<file path="config.mk">
export PLATFORM = sky130hd
export DESIGN_NAME = uart_tx_arbiter_flat
export DESIGN_NICKNAME = d
export VERILOG_FILES = /design/src/rtl/uart_pkg.sv /design/src/rtl/uart_tx_arbiter_if.sv /design/src/rtl/uart_rr_arbiter.sv /design/src/rtl/uart_tx_arbiter.sv /design/src/flat_wrapper.sv
export SDC_FILE = /design/constraint.sdc
export NUM_CORES = 1
export LEC_CHECK = 0
export CAP_MARGIN = 20
export CORE_UTILIZATION = 25
export CTS_CLUSTER_DIAMETER = 150
export DETAILED_ROUTE_END_ITERATION = 8
export PLACE_DENSITY = 0.52
export SLEW_MARGIN = 10
export SYNTH_ARGS = -nofsm -noshare
export SYNTH_HDL_FRONTEND = slang
export SYNTH_SLANG_ARGS = --single-unit
</file>
<file path="constraint.sdc">
create_clock -name clk -period 4.05 [get_ports clk]
set_clock_uncertainty 0.1 [all_clocks]
set_input_delay 0.6075 -clock clk [delete_from_list [all_inputs] [get_ports clk]]
set_output_delay 0.6075 -clock clk [all_outputs]
set_load 0.005 [all_outputs]
</file>
<file path="src/rtl/uart_pkg.sv">
// Shared types and constants for the UART transmit arbiter.
// UART_TX_ARB_PARITY_EN adds the PARITY state to the frame sequencer.
package uart_pkg;

  localparam int DATA_BITS   = 8;
  localparam int OVS_DEFAULT = 16;

  typedef enum logic [2:0] {
    ST_IDLE   = 3'd0,
    ST_START  = 3'd1,
    ST_DATA   = 3'd2,
`ifdef UART_TX_ARB_PARITY_EN
    ST_PARITY = 3'd3,
`endif
    ST_STOP   = 3'd4
  } tx_state_e;

  function automatic logic even_parity(input logic [DATA_BITS-1:0] b);
    return ^b;
  endfunction

endpackage

</file>
<file path="src/rtl/uart_tx_arbiter_if.sv">
// Requester-side bundle of the shared UART transmitter: requests, bytes,
// grants, line status and the oversampling strobe.
interface uart_tx_arbiter_if
  import uart_pkg::*;
#(
  parameter int NREQ = 4
);
  logic                      tick_in;
  logic [NREQ-1:0]           req;
  logic [NREQ*DATA_BITS-1:0] data;
  logic [NREQ-1:0]           gnt;
  logic                      busy;
  logic                      done;
  logic                      dcom;

  modport master (output tick_in, req, data, input gnt, busy, done, dcom);
  modport slave  (input tick_in, req, data, output gnt, busy, done, dcom);
endinterface

</file>
<file path="src/rtl/uart_rr_arbiter.sv">
// Combinational round-robin pick: first set request at or after ptr,
// wrapping modulo NREQ.
module uart_rr_arbiter #(
  parameter int NREQ  = 4,
  parameter int IDX_W = $clog2(NREQ)
) (
  input  logic [NREQ-1:0]  req,
  input  logic [IDX_W-1:0] ptr,
  output logic [NREQ-1:0]  win,
  output logic [IDX_W-1:0] win_idx,
  output logic             any
);

  int slot;

  always_comb begin
    win     = '0;
    win_idx = '0;
    any     = 1'b0;
    slot    = 0;
    for (int i = 0; i < NREQ; i++) begin
      slot = int'(ptr) + i;
      if (slot >= NREQ) slot = slot - NREQ;
      if (!any && req[slot]) begin
        any       = 1'b1;
        win[slot] = 1'b1;
        win_idx   = IDX_W'(slot);
      end
    end
  end

endmodule

</file>
<file path="src/rtl/uart_tx_arbiter.sv">
// Round-robin shared UART transmitter: grants one requester, latches its byte
// and sends it 8N1 on dcom. Define UART_TX_ARB_PARITY_EN for an even-parity bit.
module uart_tx_arbiter
  import uart_pkg::*;
#(
  parameter int NREQ = 4,
  parameter int OVS  = OVS_DEFAULT
) (
  input  logic         clk,
  input  logic         rst_n,
  uart_tx_arbiter_if.slave bus
);

  localparam int IDX_W = $clog2(NREQ);
  localparam int CNT_W = (OVS > 1) ? $clog2(OVS) : 1;
  localparam logic [CNT_W-1:0] CNT_LAST = CNT_W'(OVS - 1);
  localparam logic [2:0]       BIT_LAST = 3'(DATA_BITS - 1);

  tx_state_e              state_q, state_d;
  logic [CNT_W-1:0]       cnt_q, cnt_d;
  logic [2:0]             bit_q, bit_d;
  logic [DATA_BITS-1:0]   shift_q, shift_d;
  logic [IDX_W-1:0]       ptr_q, ptr_d;
  logic                   dcom_q, dcom_d;
  logic                   done_q, done_d;
  logic [NREQ-1:0]        gnt_c;
  logic [NREQ-1:0]        win;
  logic [IDX_W-1:0]       win_idx;
  logic                   any;
  logic                   bit_end;
`ifdef UART_TX_ARB_PARITY_EN
  logic                   par_q, par_d;
`endif

  uart_rr_arbiter #(.NREQ(NREQ), .IDX_W(IDX_W)) u_arb (
    .req     (bus.req),
    .ptr     (ptr_q),
    .win     (win),
    .win_idx (win_idx),
    .any     (any)
  );

  assign bit_end = bus.tick_in && (cnt_q == CNT_LAST);

  always_comb begin
    state_d = state_q;
    cnt_d   = cnt_q;
    bit_d   = bit_q;
    shift_d = shift_q;
    ptr_d   = ptr_q;
    done_d  = 1'b0;
    gnt_c   = '0;
    dcom_d  = 1'b1;
`ifdef UART_TX_ARB_PARITY_EN
    par_d   = par_q;
`endif
    if (state_q != ST_IDLE && bus.tick_in)
      cnt_d = bit_end ? '0 : cnt_q + CNT_W'(1);

    case (state_q)
      // The done cycle is already IDLE but must not grant; arbitration resumes next cycle.
      ST_IDLE: if (any && !done_q) begin
        gnt_c   = win;
        shift_d = bus.data[{win_idx, 3'b000} +: DATA_BITS];
        ptr_d   = (win_idx == IDX_W'(NREQ - 1)) ? '0 : win_idx + IDX_W'(1);
        state_d = ST_START;
`ifdef UART_TX_ARB_PARITY_EN
        par_d   = even_parity(bus.data[{win_idx, 3'b000} +: DATA_BITS]);
`endif
      end
      ST_START: if (bit_end) state_d = ST_DATA;
      ST_DATA: if (bit_end) begin
        shift_d = shift_q >> 1;
        if (bit_q == BIT_LAST) begin
          bit_d = '0;
`ifdef UART_TX_ARB_PARITY_EN
          state_d = ST_PARITY;
`else
          state_d = ST_STOP;
`endif
        end else begin
          bit_d = bit_q + 3'd1;
        end
      end
`ifdef UART_TX_ARB_PARITY_EN
      ST_PARITY: if (bit_end) state_d = ST_STOP;
`endif
      ST_STOP: if (bit_end) begin
        state_d = ST_IDLE;
        done_d  = 1'b1;
      end
      default: state_d = ST_IDLE;
    endcase

    // Line level is registered from the next state so it lines up with the state change.
    case (state_d)
      ST_START:  dcom_d = 1'b0;
      ST_DATA:   dcom_d = shift_d[0];
`ifdef UART_TX_ARB_PARITY_EN
      ST_PARITY: dcom_d = par_q;
`endif
      default:   dcom_d = 1'b1;
    endcase
  end

  always_ff @(posedge clk) begin
    if (!rst_n) begin
      state_q <= ST_IDLE;
      cnt_q   <= '0;
      bit_q   <= '0;
      ptr_q   <= '0;
      dcom_q  <= 1'b1;
      done_q  <= 1'b0;
    end else begin
      state_q <= state_d;
      cnt_q   <= cnt_d;
      bit_q   <= bit_d;
      ptr_q   <= ptr_d;
      dcom_q  <= dcom_d;
      done_q  <= done_d;
    end
  end

  always_ff @(posedge clk) begin
    shift_q <= shift_d;
`ifdef UART_TX_ARB_PARITY_EN
    par_q   <= par_d;
`endif
  end

  assign bus.gnt  = rst_n ? gnt_c : '0;
  assign bus.busy = (state_q != ST_IDLE);
  assign bus.done = done_q;
  assign bus.dcom = dcom_q;

endmodule
</file>
<file path="src/flat_wrapper.sv">
// flat-port wrapper written by rule: the top's interface ports become plain ports
module uart_tx_arbiter_flat import uart_pkg::*;
#(
  parameter int NREQ = 4,
  parameter int OVS  = OVS_DEFAULT
)
  (clk, rst_n, bus_tick_in, bus_req, bus_data, bus_gnt, bus_busy, bus_done, bus_dcom);
  uart_tx_arbiter_if #(.NREQ(NREQ)) bus_i ();
  input  logic clk;
  input  logic rst_n;
  input wire logic [$bits(bus_i.tick_in)-1:0] bus_tick_in;
  input wire logic [$bits(bus_i.req)-1:0] bus_req;
  input wire logic [$bits(bus_i.data)-1:0] bus_data;
  output wire logic [$bits(bus_i.gnt)-1:0] bus_gnt;
  output wire logic [$bits(bus_i.busy)-1:0] bus_busy;
  output wire logic [$bits(bus_i.done)-1:0] bus_done;
  output wire logic [$bits(bus_i.dcom)-1:0] bus_dcom;
  assign bus_i.tick_in = bus_tick_in;
  assign bus_i.req = bus_req;
  assign bus_i.data = bus_data;
  assign bus_gnt = bus_i.gnt;
  assign bus_busy = bus_i.busy;
  assign bus_done = bus_i.done;
  assign bus_dcom = bus_i.dcom;
  uart_tx_arbiter #(.NREQ(NREQ), .OVS(OVS)) u_core (.clk(clk), .rst_n(rst_n), .bus(bus_i));
endmodule
</file>
# Word-level counts from Yosys, hierarchy flattened
# Index checks and enable logic that the tools add are counted.
# classes
n_addsub	10
magnitude_cmp	12
bitwise	3
multipliers	0
div_mod_pow	0
eq_ne	10
n_shift	1
n_reduce_logical	21
n_mux	53
# ops
cell	count
$ge A32 B1 Y1 const B	4
$lt A32 B4 Y1 const B	4
$mux W32	4
$mux W4	8
$shiftx A32 B6 Y8	1
$mux W3	6
$mux W1	17
$mux W8	2
$pmux W8 S2	1
$or A4 B4 Y4	3
$pmux W3 S4	1
$sub A3 B3 Y4 const B	3
$logic_and A1 B1 Y1	10
$mux W2	5
$ge A3 B3 Y1 const B	3
$bmux W1 S2	4
$demux W1 S2	4
$add A2 B2 Y3 const B	2
$eq A3 B1 Y1 const B	2
$eq A3 B2 Y1 const B	2
$eq A3 B3 Y1 const B	2
$reduce_and A2 Y1	3
$add A4 B1 Y4 const B	1
$eq A4 B4 Y1 const B	1
13 further kinds	17
# totals
mem_bits_ro	0
ram_bits	0
latch_bits	0
reg_bits	22
n_memories	0
out_inout_bits	7

# Longest topological paths before layout
# Gate-level depths: netlist of run 1.
# logic_depth
ltp_word	20
ltp_mapped	10
ltp_nobuf	8

# By module
# Synthesis of run 1 repeated with hierarchy kept, for this count alone.
# hier_totals
cells_unflattened	159
hier_area_um2	1711.6
# modules_own_cells
module	cells_each	area_each_um2	seq_area_each_um2	instances
uart_tx_arbiter	111	1251.2	510.5	1
uart_rr_arbiter	48	460.4	0.0	1

# Least setup slack after synthesis of run 1
# Ideal clock, no wire load.
# synth_path
path_type	register to register
from	register u_core.ptr_q[0]
to	register u_core.shift_q[1] (data pin)
setup_time_ns	0.267
stages_incl_launch_ff	11
synth_period_minus_slack_ns	3.207
arrival_time_ns	2.840
setup_slack_ns	0.843
path_cell_list	dfxtp_1 buf_2 inv_1 ha_1 mux4_2 or4_4 and3_4 buf_6 nand2_8 mux2i_1 o211ai_1
# synth_via
elab_chain_len	18
# synth_rtl
element	line_no	source
start, declared	uart_tx_arbiter.sv:23	logic [IDX_W-1:0] ptr_q, ptr_d;
start signal, assigned	uart_tx_arbiter.sv:118	ptr_q <= ptr_d;
parallel branches: the longest is 14 deep, another holds $sub A3 B3 Y4	n/a	
$mux W2 *	uart_rr_arbiter.sv:24	if (!any && req[slot]) begin
$shiftx A32 B6 Y8 *	uart_tx_arbiter.sv:64	shift_d = bus.data[{win_idx, 3'b000} +: DATA_BITS];
$mux W8 *	uart_tx_arbiter.sv:62	ST_IDLE: if (any && !done_q) begin
$pmux W8 S2 *	uart_tx_arbiter.sv:60	case (state_q)
net u_core.shift_d[1]	uart_tx_arbiter.sv:22	logic [DATA_BITS-1:0] shift_q, shift_d;
end signal, assigned	uart_tx_arbiter.sv:125	shift_q <= shift_d;
end, declared	uart_tx_arbiter.sv:22	
# Mark *: on every way through the listed nets, which the timed path passes. The select of a mux whose other input is x is not followed.
# A chain may end at the register's enable or synchronous reset.

# Worst setup path after layout of run 1
# layout_path
from	input bus_req[3]
to	output bus_gnt[3]
# layout_via
elab_chain_len	17
# layout_rtl
element	line_no	source
start, declared	flat_wrapper.sv:12	input wire logic [$bits(bus_i.req)-1:0] bus_req;
$bmux W1 S2	uart_rr_arbiter.sv:24	
$mux W1 (not written as such) (2 in series)	uart_rr_arbiter.sv:24	
$mux W1	uart_rr_arbiter.sv:24	
$logic_not A1 Y1	uart_rr_arbiter.sv:24	
$logic_and A1 B1 Y1	uart_rr_arbiter.sv:24	
$mux W1	uart_rr_arbiter.sv:24	
$logic_not A1 Y1	uart_rr_arbiter.sv:24	
$logic_and A1 B1 Y1	uart_rr_arbiter.sv:24	
$mux W1	uart_rr_arbiter.sv:24	
$logic_not A1 Y1	uart_rr_arbiter.sv:24	
$logic_and A1 B1 Y1	uart_rr_arbiter.sv:24	
$mux W1	uart_rr_arbiter.sv:24	
$logic_and A1 B1 Y1	uart_tx_arbiter.sv:62	
$mux W4 *	uart_tx_arbiter.sv:62	
$mux W4 *	uart_tx_arbiter.sv:60	
$mux W4 *	uart_tx_arbiter.sv:131	assign bus.gnt = rst_n ? gnt_c : '0;
end, declared	flat_wrapper.sv:14	output wire logic [$bits(bus_i.gnt)-1:0] bus_gnt;
# Every way passes the cells marked *; elsewhere a longest branch is shown, timed or not. The select of a mux whose other input is x is not followed.

==> summary.md, run 1 <==
| Metric | Value |
|---|---|
| Status | `finished, final reports clean` |
| Starting Density | `0.2601` |
| Largest net degree at the start of global routing | `13` |
| Unrepaired setup endpoints after global routing | `false` |
| Synth Area in XOR/XNOR | `0.01061` |
| Global routing met2 resource utilization | `0.1967` |
| Syn-to-layout area delta | `33.86%` |
| Final Max Tran Viols | `0` |
| Ant. Diodes | `0` |
| GR peak layer | `met2` |
| WS Path Type | `primary input to output pin` |
| Startpoint Class | `primary input` |
| Sequential Area | `510.5 um^2` |
| # setup viols final | `0` |
| Share of layout cells above drive strength 1 | `0.06009` |
| Synth Area in Adders | `0.05303` |
| Power per Cell Area | `588.2 mW/mm^2` |
| Cts hold-fix bufs | `0` |
| CTS tree | `built` |
| R2r startpoint | `u_core.ptr_q[1]$_SDFFE_PN0P_` |
| Multiplexer share of the synthesized area | `0.1212` |
| Final hold vios | `0` |
| Post-synth top area share | `0.1818` |
| Multi-input logic area | `0.001065 mm^2` |
| Slew HR | `0.6724` |
| Largest cells by area after synthesis | `dfxtp_1 18%, edfxtp_1 13%, mux2i_1 6.7%` |
| Seq/Total Area, Yosys | `0.3091` |
| Post-synth cell types | `39` |
| H-tree depth reported by CTS | `1` |
| Met1 Use GR | `0.1609` |
| Clock transition at path regs | `0.08 ns` |
| Setup WS pre-CTS | `0.2331 ns` |
| Clock Sink Count | `22` |
| Hold Crit Class | `flop to flop` |
| Total core area | `0.006350 mm^2` |
| Worst path arrival time | `3.10 ns` |
| WP data required | `about 3.3 ns` |
| Final WL | `4065 um` |
| DR vias/cell | `5.006` |
| Vias in the first global route | `1,428` |
| Post-Synth Simple-Gate Area | `0.2773` |
| Critical Path Start | `bus_req[3]` |
| Critical Path Fanout Max | `12` |
| Layout fillers | `657` |
| Syn nets | `approximately 240` |
| Final Net Count | `280` |
| Largest family of logic cells by synthesized area | `simple AND/OR/NAND/NOR gates` |
| Cell depth of the worst flop-to-flop path | `8` |
| Worst Hold Launch | `u_core.bit_q[1]$_SDFFE_PN0P_` |
| Cts bufs inserted | `3` |
| Hpwl dp | `roughly 3200 um` |
| Drt initial violations | `61` |
| DR WL/cell | `13.11 um` |
| Synthesized area | `0.001652 mm^2` |
| Setup tns final | `0 ns` |
| Root buf cell | `clkbuf_8` |
| GRT met3 Usage | `0.01590` |
| Post-route core utilization | `0.3482` |
| Compound-Gate Fraction of Synth Area | `0.1826` |
| Die Wd | `83.28 um` |
| Reg2Reg Setup Slack | `0.96 ns` |
| Fmax | `~260 MHz` |
| Die area | `0.006936 mm^2` |
| Worst setup margin | `0.2418 ns` |
| Post-CTS Setup Bufs | `0` |
| Antenna Nets Post-Route | `0` |
| Congestion Overflow GR | `0` |
| Pleak | `0.8043 nW` |
| DR pass1 iterations | `4` |
| Final GP Congestion | `0.7267` |
| I/O Buffers | `45` |
| DRC Markers | `0` |
| All-Layer GR Usage | `0.1186` |
| Crit end category | `output pin` |
| Die Y | `83.28 um` |
| Crit path time final | `3.808 ns` |
| Clock Path Buffers | `2` |
| Max_cap viols | `0` |
| Max IR drop VDD | `about 0.48 mV` |
| YS warnings | `0` |
| CP Capture Point | `bus_gnt[3]` |
| IO Pins | `46` |
| Register bit count reported by yosys | `22` |
| Clock Latency Late Sink | `0.26 ns` |
| Resize count post-CTS | `0` |
| Initial antenna violation count | `0` |
| Rows | `29` |
| Worst flop-to-flop path endpoint | `u_core.shift_q[5]$_DFFE_PP_` |
| Period utilization | `0.9403` |
| Mapped Cells | `193` |
| Yosys top cell by area | `dfxtp_1` |
| Post-synthesis area per instance | `8.557 um^2` |
| Least-Margin Pin Slew | `0.4876 ns` |
| First-pass GRT wire length | `6775 um` |
| Via Count | `around 1,600` |
logic make-up after synthesis:
group | Yosys count
muxes | 15
DFF | 22
AOI/OAI and AO/OA | 45
xor gates and xnor gates | 2
adders and majority gates | 7
buffers and inverters | 15
and+or+nand+nor | 87
through the flow:
stage	cells	cell area [um^2]	hold slack, ns	total power (W)
global route	310	2211	0.3900	0.001410
floorplan	193	1652	0.3472	0.0009736
CTS	310	2211	0.3734	0.001315
finish	310	2211	0.3711	0.001300
global placement	306	2156	0.3564	0.001156
detailed placement	306	2156	0.3622	0.001157
state kept, by name (all words and copies together) (netlist names):
register	flops
u_core.cnt_q	4
u_core.state_q	3
u_core.bus.dcom	1
u_core.ptr_q	2
u_core.bus.done	1
u_core.shift_q	8
u_core.bit_q	3
power breakdown:
part | leakage, nW | switching (W) | total (W) | internal, W
logic | 0.582 | 0.000441 | 0.000818 | 0.000377
registers | 0.194 | 0.0000203 | 0.000324 | 0.000304
clock network | 0.0288 | 0.0000712 | 0.000158 | 0.0000866
worst max-delay path, stage by stage:
cell             delay, ns
clkdlybuf4s50_1       0.54
mux4_2                0.65
nor4_1                0.46
nor3_1                0.18
nand2_1               0.16
nor2_1                0.07
clkdlybuf4s50_1       0.44
how the worst min path moves through the flow:
stage | to | slack [ns] | cells after the start
finish | u_core.bit_q[1]$_SDFFE_PN0P_ | 0.37 | 2
global route | u_core.bit_q[1]$_SDFFE_PN0P_ | 0.39 | 2
CTS | u_core.bit_q[2]$_SDFFE_PN0P_ | 0.37 | 2
detailed placement | u_core.bit_q[2]$_SDFFE_PN0P_ | 0.36 | 2
global placement | u_core.bit_q[1]$_SDFFE_PN0P_ | 0.36 | 2
floorplan | u_core.bit_q[1]$_SDFFE_PN0P_ | 0.35 | 2
per-layer routing:
layer	share of wire	wire (um)
met1	0.48	1932
met2	0.48	1943
met3	0.036	147
met4	0.010	42
met5	0	0
Yosys cell counts:
library cell,n
nor2_1,14
nand3_1,8
and3_1,1
and3_4,1
a221o_1,1
inv_1,3
nor2b_1,5
a22oi_1,5
nor3_1,10
nand4_1,3
o21ai_0,3
a21boi_0,4
or3_1,9
a32o_1,1
mux4_2,4
nand2_1,24
ha_1,7
a221oi_1,4
buf_2,4
o21ai_1,2
mux2i_1,11
a21oi_1,14
and2_1,3
and4_1,1
dfxtp_1,15
buf_6,2
xnor2_1,2
o211a_1,1
o211ai_1,8
a21boi_1,1
clkbuf_1,6
edfxtp_1,7
nand3b_1,2
nand2b_1,1
nor4b_1,1
o22ai_1,1
nand2_8,1
nor4_1,2
or4_4,1
layout make-up:
| class | instances | share of cell area |
|---|---|---|
| clock buffers | 4 | 0.02490 |
| inverters | 3 | 0.005093 |
| multi-input cells | 156 | 0.4816 |
| flip-flops and latches | 22 | 0.2309 |
| well taps | 77 | 0.04358 |
| repair buffers | 48 | 0.2139 |
layout by cell type (no fill, tap or decap), types with 4 or more instances in the layout:
cell type	n
nor2b_1	5
clkdlybuf4s50_1	45
nand2_1	24
nor3_1	10
o211ai_1	8
a22oi_1	5
nor2_1	14
a221oi_1	4
a21boi_0	4
mux4_2	4
a21oi_1	14
mux2i_1	11
ha_1	7
nand3_1	8
dfxtp_1	15
or3_1	9
clkbuf_8	4
edfxtp_1	7
(Power assumes the default switching activity.)
==> inputs of run 2 (changes only) <==
--- a/config.mk
+++ b/config.mk
@@ -13,4 +13,5 @@
 export SLEW_MARGIN = 10
 export SYNTH_ARGS = -nofsm -noshare
 export SYNTH_HDL_FRONTEND = slang
+export SYNTH_HIERARCHICAL = 1
 export SYNTH_SLANG_ARGS = --single-unit
==> summary.md, run 2 <==
| Metric | Value |
|---|---|
| Crit end category | `output pin (unchanged)` |
| All-Layer GR Usage | `0.1160 (was 0.1186)` |
| Max FFs per register | `8 (unchanged)` |
| Initial antenna violation count | `0 (unchanged)` |
| Most frequent cells in the layout | `45 x clkdlybuf4s50_1, 15 x dfxtp_1, 14 x nand2_1 (was 45 x clkdlybuf4s50_1, 24 x nand2_1, 15 x dfxtp_1)` |
| Critical Path Fanout Max | `6 (was 12)` |
| Post-synth cell types | `49 (was 39)` |
| Unrepaired setup endpoints after global routing | `false (unchanged)` |
| Synth Area in Adders | `0.08772 (was 0.05303)` |
| Via Count | `1,422 (was 1,552)` |
| Post-CTS Setup Bufs | `0 (unchanged)` |
| Clock Path Buffers | `2 (unchanged)` |
| Tot Pwr | `0.001207 W (was 0.001300 W)` |
| Antenna Nets Post-Route | `0 (unchanged)` |
| Dpl cells | `276 (was 306)` |
| Resize count post-CTS | `0 (unchanged)` |
| Setup WS pre-CTS | `0.2120 ns (was 0.2331 ns)` |
| Starting Density | `0.2635 (was 0.2601)` |
| Clock Sink Count | `22 (unchanged)` |
| # setup viols final | `0 (unchanged)` |
| Largest registers | `u_core/shift_q (8), u_core/cnt_q (4) (was u_core.shift_q (8), u_core.cnt_q (4))` |
| Die Wd | `84.75 um (was 83.28 um)` |
| DR WL met2 | `1703 um (was 1943 um)` |
| Mapped Cells | `159 (was 193)` |
| Max_cap viols | `0 (unchanged)` |
| I/O Buffers | `45 (unchanged)` |
| Top_reg_cell synth | `dfxtp_1 (unchanged)` |
| Final GP Congestion | `0.7996 (was 0.7267)` |
| Final Max Tran Viols | `0 (unchanged)` |
| Wire length on met3 | `197 um (was 147 um)` |
| WP data required | `3.34 ns (about the same)` |
| Non-Filler Instances | `280 (was 310)` |
| Status | `finished, final reports clean (unchanged)` |
| Post-synthesis area per instance | `10.77 um^2 (was 8.557 um^2)` |
| Pleak | `0.8731 nW (was 0.8043 nW)` |
| Compound-Gate Fraction of Synth Area | `0.1652 (was 0.1826)` |
| Clock transition at path regs | `0.08 ns (about the same)` |
| Worst path arrival time | `3.13 ns (was 3.10 ns)` |
| Syn-to-layout area delta | `32.68% (was 33.86%)` |
| Seq/Total Area, Yosys | `0.2982 (was 0.3091)` |
| Clock Latency Late Sink | `0.26 ns (about the same)` |
| CTS tree | `built (unchanged)` |
| WS Path Type | `primary input to output pin (unchanged)` |
| Power per Cell Area | `531.6 mW/mm^2 (was 588.2 mW/mm^2)` |
| Cts hold-fix bufs | `0 (unchanged)` |
| Die Y | `84.75 um (was 83.28 um)` |
| Highest metal used | `met4 (unchanged)` |
| Combinational power share | `0.611 (was 0.629)` |
| Most frequent cell after synthesis | `dfxtp_1 (was nand2_1)` |
| Yosys top cell by area | `dfxtp_1 (unchanged)` |
| Hpwl dp | `2900 um (was 3162 um)` |
| Congestion Overflow GR | `0 (unchanged)` |
| Async set-or-reset flop fraction in the synthesized netlist | `0 (unchanged)` |
| Largest net degree at the start of global routing | `18 (was 13)` |
| Post-route core utilization | `0.3496 (was 0.3482)` |
| M1 WL | `1881 um (was 1932 um)` |
| Final Net Count | `255 (was 280)` |
| Number of synthesized flops with an enable pin | `7 (unchanged)` |
| Reg power frac | `0.271 (was 0.249)` |
| Final WL | `3807 um (was 4065 um)` |
| Synthesized area | `0.001712 mm^2 (was 0.001652 mm^2)` |
| Largest family of logic cells by synthesized area | `simple AND/OR/NAND/NOR gates (unchanged)` |
| First-pass GRT wire length | `6658 um (was 6775 um)` |
| DR vias/cell | `5.079 (was 5.006)` |
| Root buf cell | `clkbuf_8 (unchanged)` |
| Ant. Diodes | `0 (unchanged)` |
| Setup tns final | `0 ns (unchanged)` |
| Final hold vios | `0 (unchanged)` |
| Fmax | `260.3 MHz (was 262.6 MHz)` |
| Share of layout cells above drive strength 1 | `0.1330 (was 0.06009)` |
| Multiplexer share of the synthesized area | `0.1923 (was 0.1212)` |
| DR WL/cell | `13.60 um (was 13.11 um)` |
| Drt initial violations | `43 (was 61)` |
| IO Pins | `46 (unchanged)` |
| Hold Crit Class | `flop to flop (unchanged)` |
| Synth Area in XOR/XNOR | `0.005117 (was 0.01061)` |
| Period utilization | `0.9486 (was 0.9403)` |
| Register bit count reported by yosys | `22 (unchanged)` |
| Slew HR | `0.6009 (was 0.6724)` |
| Largest reg by FF count | `u_core/shift_q (was u_core.shift_q)` |
| Startpoint Class | `primary input (unchanged)` |
| Vias in the first global route | `1,411 (was 1,428)` |
| Psw | `0.0004416 W (was 0.0005328 W)` |
| Post-synth top area share | `0.1754 (was 0.1818)` |
| Layout fillers | `669 (was 657)` |
| Largest cells by area after synthesis | `dfxtp_1 18%, edfxtp_1 12%, mux4_2 12% (was dfxtp_1 18%, edfxtp_1 13%, mux2i_1 6.7%)` |
| Post-Synth Simple-Gate Area | `0.1988 (was 0.2773)` |
| Worst setup margin | `0.2082 ns (was 0.2418 ns)` |
| Switching Fraction | `0.3658 (was 0.4097)` |
| Least-Margin Pin Slew | `0.5950 ns (was 0.4876 ns)` |
| Cts bufs inserted | `3 (unchanged)` |
| YS warnings | `6 (was 0)` |
| Commonest cells post-synth | `15 x dfxtp_1, 14 x nand2_1, 12 x ha_1, 10 x a22oi_1, 9 x mux4_2 (was 24 x nand2_1, 15 x dfxtp_1, 14 x a21oi_1, 14 x nor2_1, 11 x mux2i_1)` |
| H-tree depth reported by CTS | `1 (unchanged)` |
| DRC Markers | `0 (unchanged)` |
| Commonest non-fill, non-tap cell in the layout | `clkdlybuf4s50_1 (unchanged)` |
| Max IR drop VDD | `0.2296 mV (was 0.4755 mV)` |
| Crit path time final | `3.842 ns (was 3.808 ns)` |
| Syn nets | `210 (was 239)` |
| Total core area | `0.006495 mm^2 (was 0.006350 mm^2)` |
| Die area | `0.007182 mm^2 (was 0.006936 mm^2)` |
| Clock share of power | `0.119 (was 0.121)` |
| Internal power | `0.0007655 W (was 0.0007676 W)` |
| DR pass1 iterations | `6 (was 4)` |
| Rows | `29 (unchanged)` |
==> run 2: kinds of logic after synthesis <==
family          Yosys count
flops                    22
simple gates             54
mux                      16
fa+ha+maj                12
buf+inv                  15
compound gates           39
xor+xnor                  1
==> run 2: worst max-delay path, stage by stage <==
cell and delay [ns]:
clkdlybuf4s50_1 0.47, mux4_1 0.67, nor4b_4 0.44, a22oi_1 0.11, o21ai_0 0.11, and3_1 0.20
clkdlybuf4s50_1 0.51
==> run 2: through the flow <==
stage               cell area, um^2  hold slack [ns]
floorplan                      1712           0.3298
global placement               2226           0.3385
detailed placement             2226           0.3420
CTS                            2271           0.3541
global route                   2271           0.3970
finish                         2271           0.3544
==> run 2: final cells by class <==
class / count / area [um^2] / share of cell area
multi-input cells: 122 / 1116 / 0.4915
well taps: 77 / 96.34 / 0.04242
flip-flops and latches: 22 / 510.5 / 0.2248
clock buffers: 3 / 41.29 / 0.01818
repair buffers: 49 / 480.5 / 0.2116
clock inverters: 1 / 3.754 / 0.001653
inverters: 6 / 22.52 / 0.009917
==> run 2: path summary, 6_finish.rpt <==
check,from,end,slack [ns],cells past startpoint
max,bus_req[2],bus_gnt[1],0.21,7
min,u_core/shift_q[0]$_DFF_P_,u_core/shift_q[0]$_DFF_P_,0.35,2
max reg2reg,u_core/ptr_q[0]$_SDFFE_PN0P_,u_core/shift_q[5]$_DFFE_PP_,0.80,8
min reg2reg,u_core/shift_q[0]$_DFF_P_,u_core/shift_q[0]$_DFF_P_,0.35,2
==> run 2: power groups by stage <==
stage	Combinational [W]	Sequential (W)	Clock, W
final	0.000737	0.000327	0.000143
after global routing	0.000820	0.000336	0.000158
after CTS	0.000748	0.000327	0.000147
after detailed placement	0.000748	0.000331	0
after global placement	0.000754	0.000333	0
after floorplan	0.000572	0.000332	0
==> run 2: per-layer routing <==
metal,vias up,global-route usage
met5,-,0
met4,0,0.02311
met3,2,0.02852
met2,41,0.1855
met1,671,0.1597
li1,708,-
